[src/rtl/fifo_pkg.sv]
// Shared defaults and pointer-code helpers for the async FIFO.
// Gray/binary helpers work on a wide zero-extended word, so any pointer width up to PTR_MAX fits.
package fifo_pkg;
  localparam int FIFO_ADDR_WIDTH = 4;
  localparam int FIFO_DATA_WIDTH = 8;
  localparam int PTR_W           = FIFO_ADDR_WIDTH + 1;
  localparam int PTR_MAX         = 16;

  typedef logic [PTR_MAX-1:0] ptr_wide_t;

  function automatic ptr_wide_t bin2gray(input ptr_wide_t b);
    return b ^ (b >> 1);
  endfunction

  function automatic ptr_wide_t gray2bin(input ptr_wide_t g);
    ptr_wide_t b;
    b[PTR_MAX-1] = g[PTR_MAX-1];
    for (int i = PTR_MAX - 2; i >= 0; i--) begin
      b[i] = b[i+1] ^ g[i];
    end
    return b;
  endfunction
endpackage

[src/rtl/fifo_out_buf.sv]
// 2-entry prefetch buffer: push lands at the tail on the clock edge, head drives data.
// Zero-cycle pop; pushes only arrive when a slot is free because the reader caps outstanding words at two.
module fifo_out_buf
  import fifo_pkg::*;
#(
  parameter int DATA_WIDTH = FIFO_DATA_WIDTH
) (
  input  logic                  clk,
  input  logic                  rst,
  input  logic                  push,
  input  logic [DATA_WIDTH-1:0] push_data,
  input  logic                  pop,
  output logic [1:0]            count,
  output logic [DATA_WIDTH-1:0] head_data
);

  logic [DATA_WIDTH-1:0] r_head;
  logic [DATA_WIDTH-1:0] r_tail;
  logic [1:0]            r_count;

  always_ff @(posedge clk or posedge rst) begin
    if (rst) begin
      r_head  <= '0;
      r_tail  <= '0;
      r_count <= 2'd0;
    end else begin
      case ({push, pop})
        2'b10: begin
          if (r_count == 2'd0) r_head <= push_data;
          else                 r_tail <= push_data;
          r_count <= r_count + 2'd1;
        end
        2'b01: begin
          r_head  <= r_tail;
          r_count <= r_count - 2'd1;
        end
        2'b11: begin
          // count is unchanged; the new word goes wherever the popped head leaves room
          if (r_count == 2'd1) begin
            r_head <= push_data;
          end else begin
            r_head <= r_tail;
            r_tail <= push_data;
          end
        end
        default: ;
      endcase
    end
  end

  a_no_overflow: assert property (@(posedge clk) disable iff (rst) !(push && r_count == 2'd2));

  assign count     = r_count;
  assign head_data = r_head;

endmodule

[src/rtl/fifo_rd_ctrl.sv]
// Read-domain controller of the async FIFO: owns the read pointer, issues RAM reads, streams out.
// Data appears 2 cycles after a read is issued; at most 2 words are outstanding under backpressure.
module fifo_rd_ctrl
  import fifo_pkg::*;
#(
  parameter int ADDR_WIDTH = FIFO_ADDR_WIDTH,
  parameter int DATA_WIDTH = FIFO_DATA_WIDTH
) (
  input  logic                  clk,
  input  logic                  rst,
  input  logic [ADDR_WIDTH:0]   sync_wptr,
  output logic [ADDR_WIDTH:0]   rptr_gray,
  output logic                  mem_ren,
  output logic [ADDR_WIDTH-1:0] mem_raddr,
  input  logic [DATA_WIDTH-1:0] mem_rdata,
  output logic                  out_valid,
  input  logic                  out_ready,
  output logic [DATA_WIDTH-1:0] out_data,
  output logic [ADDR_WIDTH:0]   level,
  output logic                  empty
);

  localparam int PW = ADDR_WIDTH + 1;

  logic [PW-1:0]         r_rbin;
  logic [PW-1:0]         r_rptr_gray;
  logic                  r_pending;

  logic [PW-1:0]         w_wbin;
  logic [PW-1:0]         w_level;
  logic [PW-1:0]         w_rbin_next;
  logic [1:0]            w_count;
  logic [1:0]            w_occ;
  logic [1:0]            w_occ_net;
  logic                  w_valid;
  logic                  w_pop;
  logic                  w_issue;
  logic [DATA_WIDTH-1:0] w_head;

  assign w_wbin  = PW'(gray2bin(ptr_wide_t'(sync_wptr)));
  // Stale write pointer can only under-report, so a non-zero level always names written data.
  assign w_level = w_wbin - r_rbin;

  assign w_valid   = (w_count != 2'd0);
  assign w_pop     = w_valid & out_ready;
  assign w_occ     = w_count + {1'b0, r_pending};
  assign w_occ_net = w_occ - {1'b0, w_pop};
  assign w_issue   = (w_level != '0) && (w_occ_net < 2'd2);

  assign w_rbin_next = r_rbin + {{(PW-1){1'b0}}, w_issue};

  always_ff @(posedge clk or posedge rst) begin
    if (rst) begin
      r_rbin      <= '0;
      r_rptr_gray <= '0;
      r_pending   <= 1'b0;
    end else begin
      r_rbin      <= w_rbin_next;
      r_rptr_gray <= PW'(bin2gray(ptr_wide_t'(w_rbin_next)));
      r_pending   <= w_issue;
    end
  end

  fifo_out_buf #(
    .DATA_WIDTH (DATA_WIDTH)
  ) u_out_buf (
    .clk       (clk),
    .rst       (rst),
    .push      (r_pending),
    .push_data (mem_rdata),
    .pop       (w_pop),
    .count     (w_count),
    .head_data (w_head)
  );

  assign rptr_gray = r_rptr_gray;
  assign mem_ren   = w_issue;
  assign mem_raddr = r_rbin[ADDR_WIDTH-1:0];
  assign out_valid = w_valid;
  assign out_data  = w_head;
  assign level     = w_level;
  assign empty     = (w_level == '0);

endmodule

[config.mk]
export PLATFORM = sky130hd
export DESIGN_NAME = fifo_rd_ctrl
export DESIGN_NICKNAME = d
export VERILOG_FILES = /design/src/rtl/fifo_pkg.sv /design/src/rtl/fifo_out_buf.sv /design/src/rtl/fifo_rd_ctrl.sv
export SDC_FILE = /design/constraint.sdc
export NUM_CORES = 1
export LEC_CHECK = 0
export CAP_MARGIN = 5
export CORE_MARGIN = 4
export CORE_UTILIZATION = 47
export CTS_CLUSTER_DIAMETER = 30
export DETAILED_ROUTE_END_ITERATION = 6
export PLACE_DENSITY = 0.79
export SETUP_SLACK_MARGIN = 0.1
export SLEW_MARGIN = 20
export SYNTH_ARGS = -nofsm -noshare
export SYNTH_HDL_FRONTEND = slang
export SYNTH_SLANG_ARGS = --single-unit
[constraint.sdc]
create_clock -name clk -period 4.07 [get_ports clk]
set_input_delay 0.6105 -clock clk [delete_from_list [all_inputs] [get_ports clk]]
set_output_delay 0.6105 -clock clk [all_outputs]
set_load 0.05 [all_outputs]
* Yosys cells after proc, flatten, opt, wreduce, memory -nomap -nowiden
Cells that the tools add are included.
** Word-level totals
- RAM bits :: 0
- Word-level logic and storage cells :: 43
- Register bits :: 29
- Input port bits :: 16
- Bits in read-only memories :: 0
- Memories :: 0
- Output and inout bits :: 25
- Bits in latches :: 0
** Operators by class
- Magnitude comparators :: 1
- Div/mod/pow operators :: 0
- Muxes and demuxes :: 7
- Equal/unequal tests :: 7
- Bitwise gates (word level) :: 6
- Multiply operators :: 0
- Shift operators :: 0
- Reductions and logical operators :: 10
- $add $sub $neg :: 6
** Operators by type and width (number)
- 8-bit 2-to-1 mux :: 4
- 8-bit case mux with 3 select lines :: 1
- 8-bit case mux with 2 select lines :: 1
- 2-bit nonzero test :: 3
- 5-bit by 1-bit adder with 5-bit output :: 1
- 5-bit logical NOT :: 1
- 5-bit nonzero test :: 1
- 5-bit subtractor :: 1
- 5-bit by 4-bit bitwise XOR with 5-bit output :: 1
- 2-bit by 1-bit == test with 1-bit output (second input constant) :: 2
- 2-bit == test (second input constant) :: 2
- 2-bit != test (second input constant) :: 2
- 2-bit case mux with 2 select lines :: 1
- 1-bit bitwise XOR :: 4
- 3-bit AND reduction :: 1
- 3-bit nonzero test :: 1
- 2-bit by 1-bit adder with 2-bit output :: 1
- 2-bit by 1-bit adder with 2-bit output (second input constant) :: 1
- 2-bit logical NOT :: 1
- 2-bit less-than comparator (second input constant) :: 1
- 2-bit by 1-bit != test with 1-bit output (second input constant) :: 1
- 2-bit AND reduction :: 1
- 2-bit by 1-bit subtractor with 2-bit output :: 1
- 2-bit by 1-bit subtractor with 2-bit output (second input constant) :: 1
- other kinds (2) :: 2

* Logic depth before layout (Yosys ltp)
Gate-level depths: netlist (run 1).
- Word-level depth :: 9
- Mapped depth :: 15

* Modules after synthesis
From an unflattened synthesis (run 1), not the netlist that was laid out.
** Second synthesis, totals
- Cell total of the unflattened synthesis :: 144
- Area total of the unflattened synthesis :: 1559.0 um^2
** Modules (own cells, without submodules)
- fifo_out_buf :: instances 1, area an instance 912.1 um^2, cells an instance 85
- fifo_rd_ctrl :: instances 1, area an instance 646.9 um^2, cells an instance 59

* Worst setup path before layout (run 1)
Ideal clock, no wire load.
- Path kind :: input-to-reg
- Start :: in sync_wptr[4]
- End :: reg r_rptr_gray[3], in the netlist rptr_gray[3]
- Arrival :: 4.294 ns
- Stages on the path :: 14
- Setup slack :: -0.354 ns
- Cell sequence :: xor2_2 > xor2_2 > xnor2_2 > xor2_1 > ha_1 > fa_1 > xnor2_1 > or3_1 > o31a_1 > ha_1 > ha_1 > nand3_1 > xnor2_1 > xnor2_1
** Between the ends
- Word-level cells in the longest chain between the ends :: 9
** Ends and longest elaborated chain
- start, declared :: line fifo_rd_ctrl.sv:11 : input logic [ADDR_WIDTH:0] sync_wptr,
- 1-bit bitwise XOR (*) (2 in series) :: line fifo_pkg.sv:19 : b[i] = b[i+1] ^ g[i];
- 1-bit bitwise XOR (2 in series) :: line fifo_pkg.sv:19
- 5-bit subtractor (*) :: line fifo_rd_ctrl.sv:42 : assign w_level = w_wbin - r_rbin;
- net level[2] :: line fifo_rd_ctrl.sv:19 : output logic [ADDR_WIDTH:0] level,
- 5-bit nonzero test (*) :: line fifo_rd_ctrl.sv:48 : assign w_issue = (w_level != '0) && (w_occ_net < 2'd2);
- 1-bit logical AND (*) :: line fifo_rd_ctrl.sv:48
- net mem_ren :: line fifo_rd_ctrl.sv:13 : output logic mem_ren,
- 5-bit by 1-bit adder with 5-bit output (*) :: line fifo_rd_ctrl.sv:50 : assign w_rbin_next = r_rbin + {{(PW-1){1'b0}}, w_issue};
- net w_rbin_next[4] :: line fifo_rd_ctrl.sv:31 : logic [PW-1:0] w_rbin_next;
- 5-bit by 4-bit bitwise XOR with 5-bit output (*) :: line fifo_pkg.sv:12 : return b ^ (b >> 1);
- end signal, assigned :: line fifo_rd_ctrl.sv:59 : r_rptr_gray <= PW'(bin2gray(ptr_wide_t'(w_rbin_next)));
- end, declared :: line fifo_rd_ctrl.sv:26 : logic [PW-1:0] r_rptr_gray;
Mark *: on every way through the listed nets, which the timed path passes. The rest lies on a longest branch.
A chain may end at the register's enable or synchronous reset.

* Worst setup path in the final report (run 1)
- Start :: in sync_wptr[2]
- End :: out empty
** Between the ends
- Word-level cells in the longest chain between the ends :: 5
** Ends and longest elaborated chain
- 1-bit bitwise XOR (*) :: line fifo_pkg.sv:19
- 1-bit bitwise XOR (2 in series) :: line fifo_pkg.sv:19
- 5-bit subtractor (*) :: line fifo_rd_ctrl.sv:42
- 5-bit logical NOT (*) :: line fifo_rd_ctrl.sv:82 : assign empty = (w_level == '0);
- end, declared :: line fifo_rd_ctrl.sv:20 : output logic empty
Mark *: on every way between the ends. The rest lies on a longest branch, timed or not.

==> out/results.ini, run 1 <==
[critical_path]
worstSetupStartpointType = input pin
slowest_delay_ps = 520
crit_chain = clkdlybuf4s50_1, xor2_2, xnor2_2, xor2_1, ha_2, fa_2, inv_1, or3_4, buf_4, nor3_4, buf_12
critPathTopFamily = buffers and inverters
crit_type = in2out
crit_arrival_ps = 3240
endpoint_kind = output port
worst-path-buf-inv = 4
cp_max_fo = 2
cp_data_required_time_ps = 3460
critPathSlowestCell = fa_2

[sta]
rsz0062_at_grt = false
period_needed_ps = 3854
clock_skew_ps = 20.82
slew_viol_final = 0
fmax_mhz = 259.5
relSlewSlack_pct = 35.10
finalSetupTns_ps = 0
period_share_pct = 94.69
worstMarginPinSlew_ps = 973.4
fin_ws_ps = 215.9
finalHoldViolations = 0
setup_viol_count_final = 0

[floorplan]
die-height_um = 63.72
die_x_um = 63.72
rows = 19
start_util_pct = 51.14
fp.dieArea_sq_mm = 0.004060
top_level_ports = 41
coreArea_sq_mm = 0.002853

[clocking]
cts_tree = done
h-tree-depth = 1
cts_made_buffers = 3
cts_num_sinks = 28
clk_pin_slew_ps = 140
clk_path_buf_depth = 2
cts_root_buf = clkbuf_4
clkLatencyLatePin_ps = 340

[drt]
vias = 1113
drt_iter0_drc = 49
antenna_left = 0
wl_um = 3137
avgViaCountPerCell = 5.225
avgRoutedWirePerCell_um = 14.73
drcViolationCount = 0
drt-pass1-iter-count = 4

[synth]
synth.avg_cell_area_sq_um = 11.22
seq_area_frac_synth_pct = 48.03
syn_inst = 130
syn-num-nets = 159
syn-cell-area_sq_mm = 0.001459
synth_cell_types = 24
ys_warn_count = 0
ys_ff_latch = 28

[global_routing]
grt_usage_pct = 16.72
grt_max_degree = 29
grt_pass1_vias = 1175
grt.overflow.total = 0
grt_pass1_wl_um = 5271
grt_antenna_before_repair = 0

[placement]
io_buffers = 40
place_congestion = 0.7427
dp_cells = 208
post-place-ws_ps = -207.3
dpl_cell_area_sq_mm = 0.002032
dpl.hpwl_um = 2369

[outcome]
status = finished clean

[layout]
drive_gt1_share_pct = 21.98
final_cells = 213
finalNetCount = 212
area_delta_synth_final_pct = 44.85
fillCellCount = 212
diodes = 0
fin_area_sq_mm = 0.002113

[worst_hold_path]
min_path_type = reg2reg

[run]
drv_cap = 0

routing by layer:
metal / up-vias / GRT usage (%) / wire, um
li1: 535 / - / -
met1: 543 / 19.77 / 1289
met2: 30 / 29.99 / 1672
met3: 5 / 4.618 / 148
met4: 0 / 4.043 / 26
met5: - / 0 / 0
logic make-up (layout without fill, tap and decap cells):
family	after synthesis	after routing	share of synthesized area (%)
AO/OA/AOI/OAI	24	24	10.38
XOR/XNOR	19	19	12.95
adder cells (fa/ha/maj)	13	13	11.66
buffers and inverters	16	68	4.288
flip-flops	28	28	48.03
multiplexers	8	8	6.175
AND/OR/NAND/NOR	22	22	6.519
cell usage after synthesis:
cell	number	area, sq um
a21oi_1	3	15.01
or3_1	1	6.260
o211a_1	1	10.01
xnor2_1	9	78.83
xor2_2	2	32.53
buf_2	2	10.01
nand2b_1	1	6.260
o21ai_0	9	45.04
mux2_2	8	90.09
xor2_1	7	61.31
a22oi_1	8	60.06
inv_1	14	52.55
a21o_1	1	7.510
nor3_1	1	5.000
nand3b_1	1	7.510
o31a_1	1	8.760
nand2_1	13	48.80
ha_1	12	150.1
nor2_1	3	11.26
nand3_1	2	10.01
xnor2_2	1	16.27
fa_1	1	20.02
dfrtp_1	28	700.7
o21ai_1	1	5.000
area by class of cell:
class	instances	area (sq um)	area share (%)
multi-input cells	86	744.5	35.23
flip-flops and latches	28	700.7	33.16
repair buffers	50	524.3	24.81
inverters	14	52.55	2.487
well taps	31	38.79	1.835
clock inverters	1	30.03	1.421
clock buffers	3	22.52	1.066
placed cells by master, fill, tap and decap left out, drive strengths merged:
cell / synthesis / routed
dfrtp: 28 / 28
nand3: 2 / 2
nand2: 13 / 13
bufinv: 0 / 1
nor2: 3 / 3
nand2b: 1 / 1
or3: 1 / 1
ha: 12 / 12
o31a: 1 / 1
nor3: 1 / 1
clkbuf: 0 / 3
a21oi: 3 / 3
xnor2: 10 / 10
mux2: 8 / 8
o21ai: 10 / 10
fa: 1 / 1
clkdlybuf4s50: 0 / 32
inv: 14 / 14
nand3b: 1 / 1
o211a: 1 / 1
xor2: 9 / 9
buf: 2 / 16
dlygate4sd2: 0 / 2
a21o: 1 / 1
a22oi: 8 / 8
tightest hold or removal path, cell delays in order, from the launching register on:
cell and delay [ps]:
dfrtp_1 370, nand2_1 40, o21ai_0 60
sequential cells by signal, summed over array words and instances, names as in the netlist:
| signal | cells |
|---|---|
| u_out_buf.head_data | 8 |
| u_out_buf.r_tail | 8 |
| r_rbin | 5 |
| rptr_gray | 4 |
| u_out_buf.count | 2 |
| r_pending | 1 |
worst paths after layout:
path | start | slack (ps) | depth (start not counted) | endpoint
setup / recovery | sync_wptr[2] | 220 | 11 | empty
setup reg to reg | r_rbin[0] | 1140 | 9 | rptr_gray[1]
min in group asynchronous | rst | 610 | 2 | r_rbin[0]
hold / removal | u_out_buf.head_data[6] | 500 | 2 | u_out_buf.head_data[6]
max in group asynchronous | rst | 3070 | 2 | u_out_buf.r_tail[1]
hold reg to reg | u_out_buf.head_data[6] | 500 | 2 | u_out_buf.head_data[6]
through the flow:
stage,hold slack (ps),utilization (%)
after CTS,501.8,74.08
final,496.4,74.08
after detailed placement,469.6,71.23
after floorplan,464.5,-
after global routing,535.0,74.08
after global placement,461.7,71.23
what timing repair did:
action / CTS / global route
hold buffers: 0 / 0
buffers inserted: 1 / 0
setup endpoints to repair: 3 / 0
resized for setup: 8 / 0
hold endpoints to repair: 0 / 0
Power of run 1 is left out: the tool's default activity adds up to more than one toggle a clock period on the data nets, which glitch-free logic cannot reach.
==> run 2: changes to the inputs <==
--- a/config.mk
+++ b/config.mk
@@ -6,6 +6,7 @@
 export NUM_CORES = 1
 export LEC_CHECK = 0
 export CAP_MARGIN = 5
+export CORE_ASPECT_RATIO = 1.75
 export CORE_MARGIN = 4
 export CORE_UTILIZATION = 47
 export CTS_CLUSTER_DIAMETER = 30
==> run 2 against run 1 <==
Routed wire length grew 3.5%. Final cell count grew 6.1%. Worst hold slack lost 13 ps. Clock skew shrank 16 ps. Critical endpoint unchanged. Largest cell class unchanged.
==> out/results.ini, run 2 (same netlist as run 1, synthesis figures left out) <==
[sta]
period_needed_ps = 3867
period_share_pct = 95.00
setup_viol_count_final = 0
relSlewSlack_pct = 35.16
slew_viol_final = 0
fin_ws_ps = 203.4
finalHoldViolations = 0
rsz0062_at_grt = false
fmax_mhz = 258.6
clock_skew_ps = 4.799
worstMarginPinSlew_ps = 966.6

[critical_path]
crit_type = in2out
cp_max_fo = 2
endpoint_kind = output port
crit_arrival_ps = 3260
worstSetupStartpointType = input pin
cp_data_required_time_ps = 3460

[clocking]
clk_path_buf_depth = 2
cts_num_sinks = 28
clk_pin_slew_ps = 90
clkLatencyLatePin_ps = 280
cts_root_buf = clkbuf_8
h-tree-depth = 1
cts_made_buffers = 3
cts_tree = done

[layout]
most-common-layout-cells = clkdlybuf4s50_1, dfrtp_1, nand2_1, inv_1, buf_4
finalNetCount = 214
area_delta_synth_final_pct = 48.11
diodes = 0
fillCellCount = 213
drive_gt1_share_pct = 22.28
final_common_cell = clkdlybuf4s50_1

[outcome]
status = finished clean

[drt]
avgRoutedWirePerCell_um = 14.37
avgViaCountPerCell = 4.960
wl_um = 3248
drcViolationCount = 0
vias = 1121
drt_iter0_drc = 20
drt-pass1-iter-count = 4
antenna_left = 0

[floorplan]
coreArea_sq_mm = 0.002960
die_x_um = 50.12
die-height_um = 81.70
start_util_pct = 49.28
top_level_ports = 41
rows = 26
fp.dieArea_sq_mm = 0.004094

[placement]
post-place-ws_ps = -319.5
place_congestion = 0.8575
dpl.hpwl_um = 2661
io_buffers = 40

[global_routing]
grt_antenna_before_repair = 0
grt_usage_pct = 18.16
grt_max_degree = 29
grt.overflow.total = 0
grt_pass1_vias = 1251
grt_pass1_wl_um = 5582

[worst_hold_path]
min_path_type = reg2reg

[run]
drv_cap = 0

[run 2: final cells by class]
| type | count | area, sq um | area share (%) |
|---|---|---|---|
| timing repair buffer | 52 | 539.3 | 24.96 |
| multi-input combinational | 86 | 744.5 | 34.45 |
| clock inverter | 1 | 30.03 | 1.390 |
| tap | 42 | 52.55 | 2.432 |
| inverter | 14 | 52.55 | 2.432 |
| clock buffer | 3 | 41.29 | 1.911 |
| sequential | 28 | 700.7 | 32.43 |
[run 2: what timing repair did]
action | 4_1_cts | 5_1_grt
endpoints found under the setup margin | 7 | 1
gates cloned | 0 | 0
buffers inserted | 2 | 1
gates resized for setup | 8 | 0
pin swaps | 5 | 0
hold buffers | 0 | 0
[run 2: metal layers]
metal	share of wire (%)	routed length (um)	vias up	track usage [%]
met5	0	0	-	0
met1	34	1106	540	17.39
met3	5.2	169	7	3.811
met4	2.2	70	0	8.587
li1	-	-	536	-
met2	59	1901	38	35.60
[run 2: worst paths after layout]
kind,start,to,slack (ps),cells past startpoint
setup / recovery,sync_wptr[2],empty,200,11
hold / removal,u_out_buf.head_data[0],u_out_buf.head_data[0],480,2
setup reg to reg,r_rbin[0],rptr_gray[2],1170,9
hold reg to reg,u_out_buf.head_data[0],u_out_buf.head_data[0],480,2
max in group asynchronous,rst,u_out_buf.head_data[3],2890,2
min in group asynchronous,rst,r_rbin[3],730,2
[run 2: stage by stage]
step | utilization (%) | area [sq um] | cells | hold WS [ps] | setup TNS (ps)
3_5_place_dp | 69.10 | 2046 | 219 | 469.1 | -1677
3_3_place_gp | 69.10 | 2046 | 219 | 460.8 | -248.6
4_1_cts | 72.74 | 2153 | 225 | 490.0 | 0
6_report | 72.99 | 2161 | 226 | 483.2 | 0
2_1_floorplan | - | 1488 | 130 | 464.5 | 0
5_1_grt | 72.99 | 2161 | 226 | 505.5 | 0
[run 2: worst max-delay path: stages]
cell,delay [ps]
clkdlybuf4s50_1,500
xor2_2,210
xnor2_2,100
xor2_1,180
ha_2,190
fa_2,520
inv_1,50
or3_4,390
buf_4,150
nor3_4,190
buf_12,160
Power of run 2 is left out for the same reason.
==> run 3: changes to the inputs <==
--- a/config.mk
+++ b/config.mk
@@ -9,7 +9,7 @@
 export CORE_ASPECT_RATIO = 1.75
 export CORE_MARGIN = 4
 export CORE_UTILIZATION = 47
-export CTS_CLUSTER_DIAMETER = 30
+export CTS_CLUSTER_DIAMETER = 80
 export DETAILED_ROUTE_END_ITERATION = 6
 export PLACE_DENSITY = 0.79
 export SETUP_SLACK_MARGIN = 0.1
==> results of run 3 <==
The final DEF is identical to that of run 2; final timing and power are the same.
Power of run 3 is left out for the same reason.
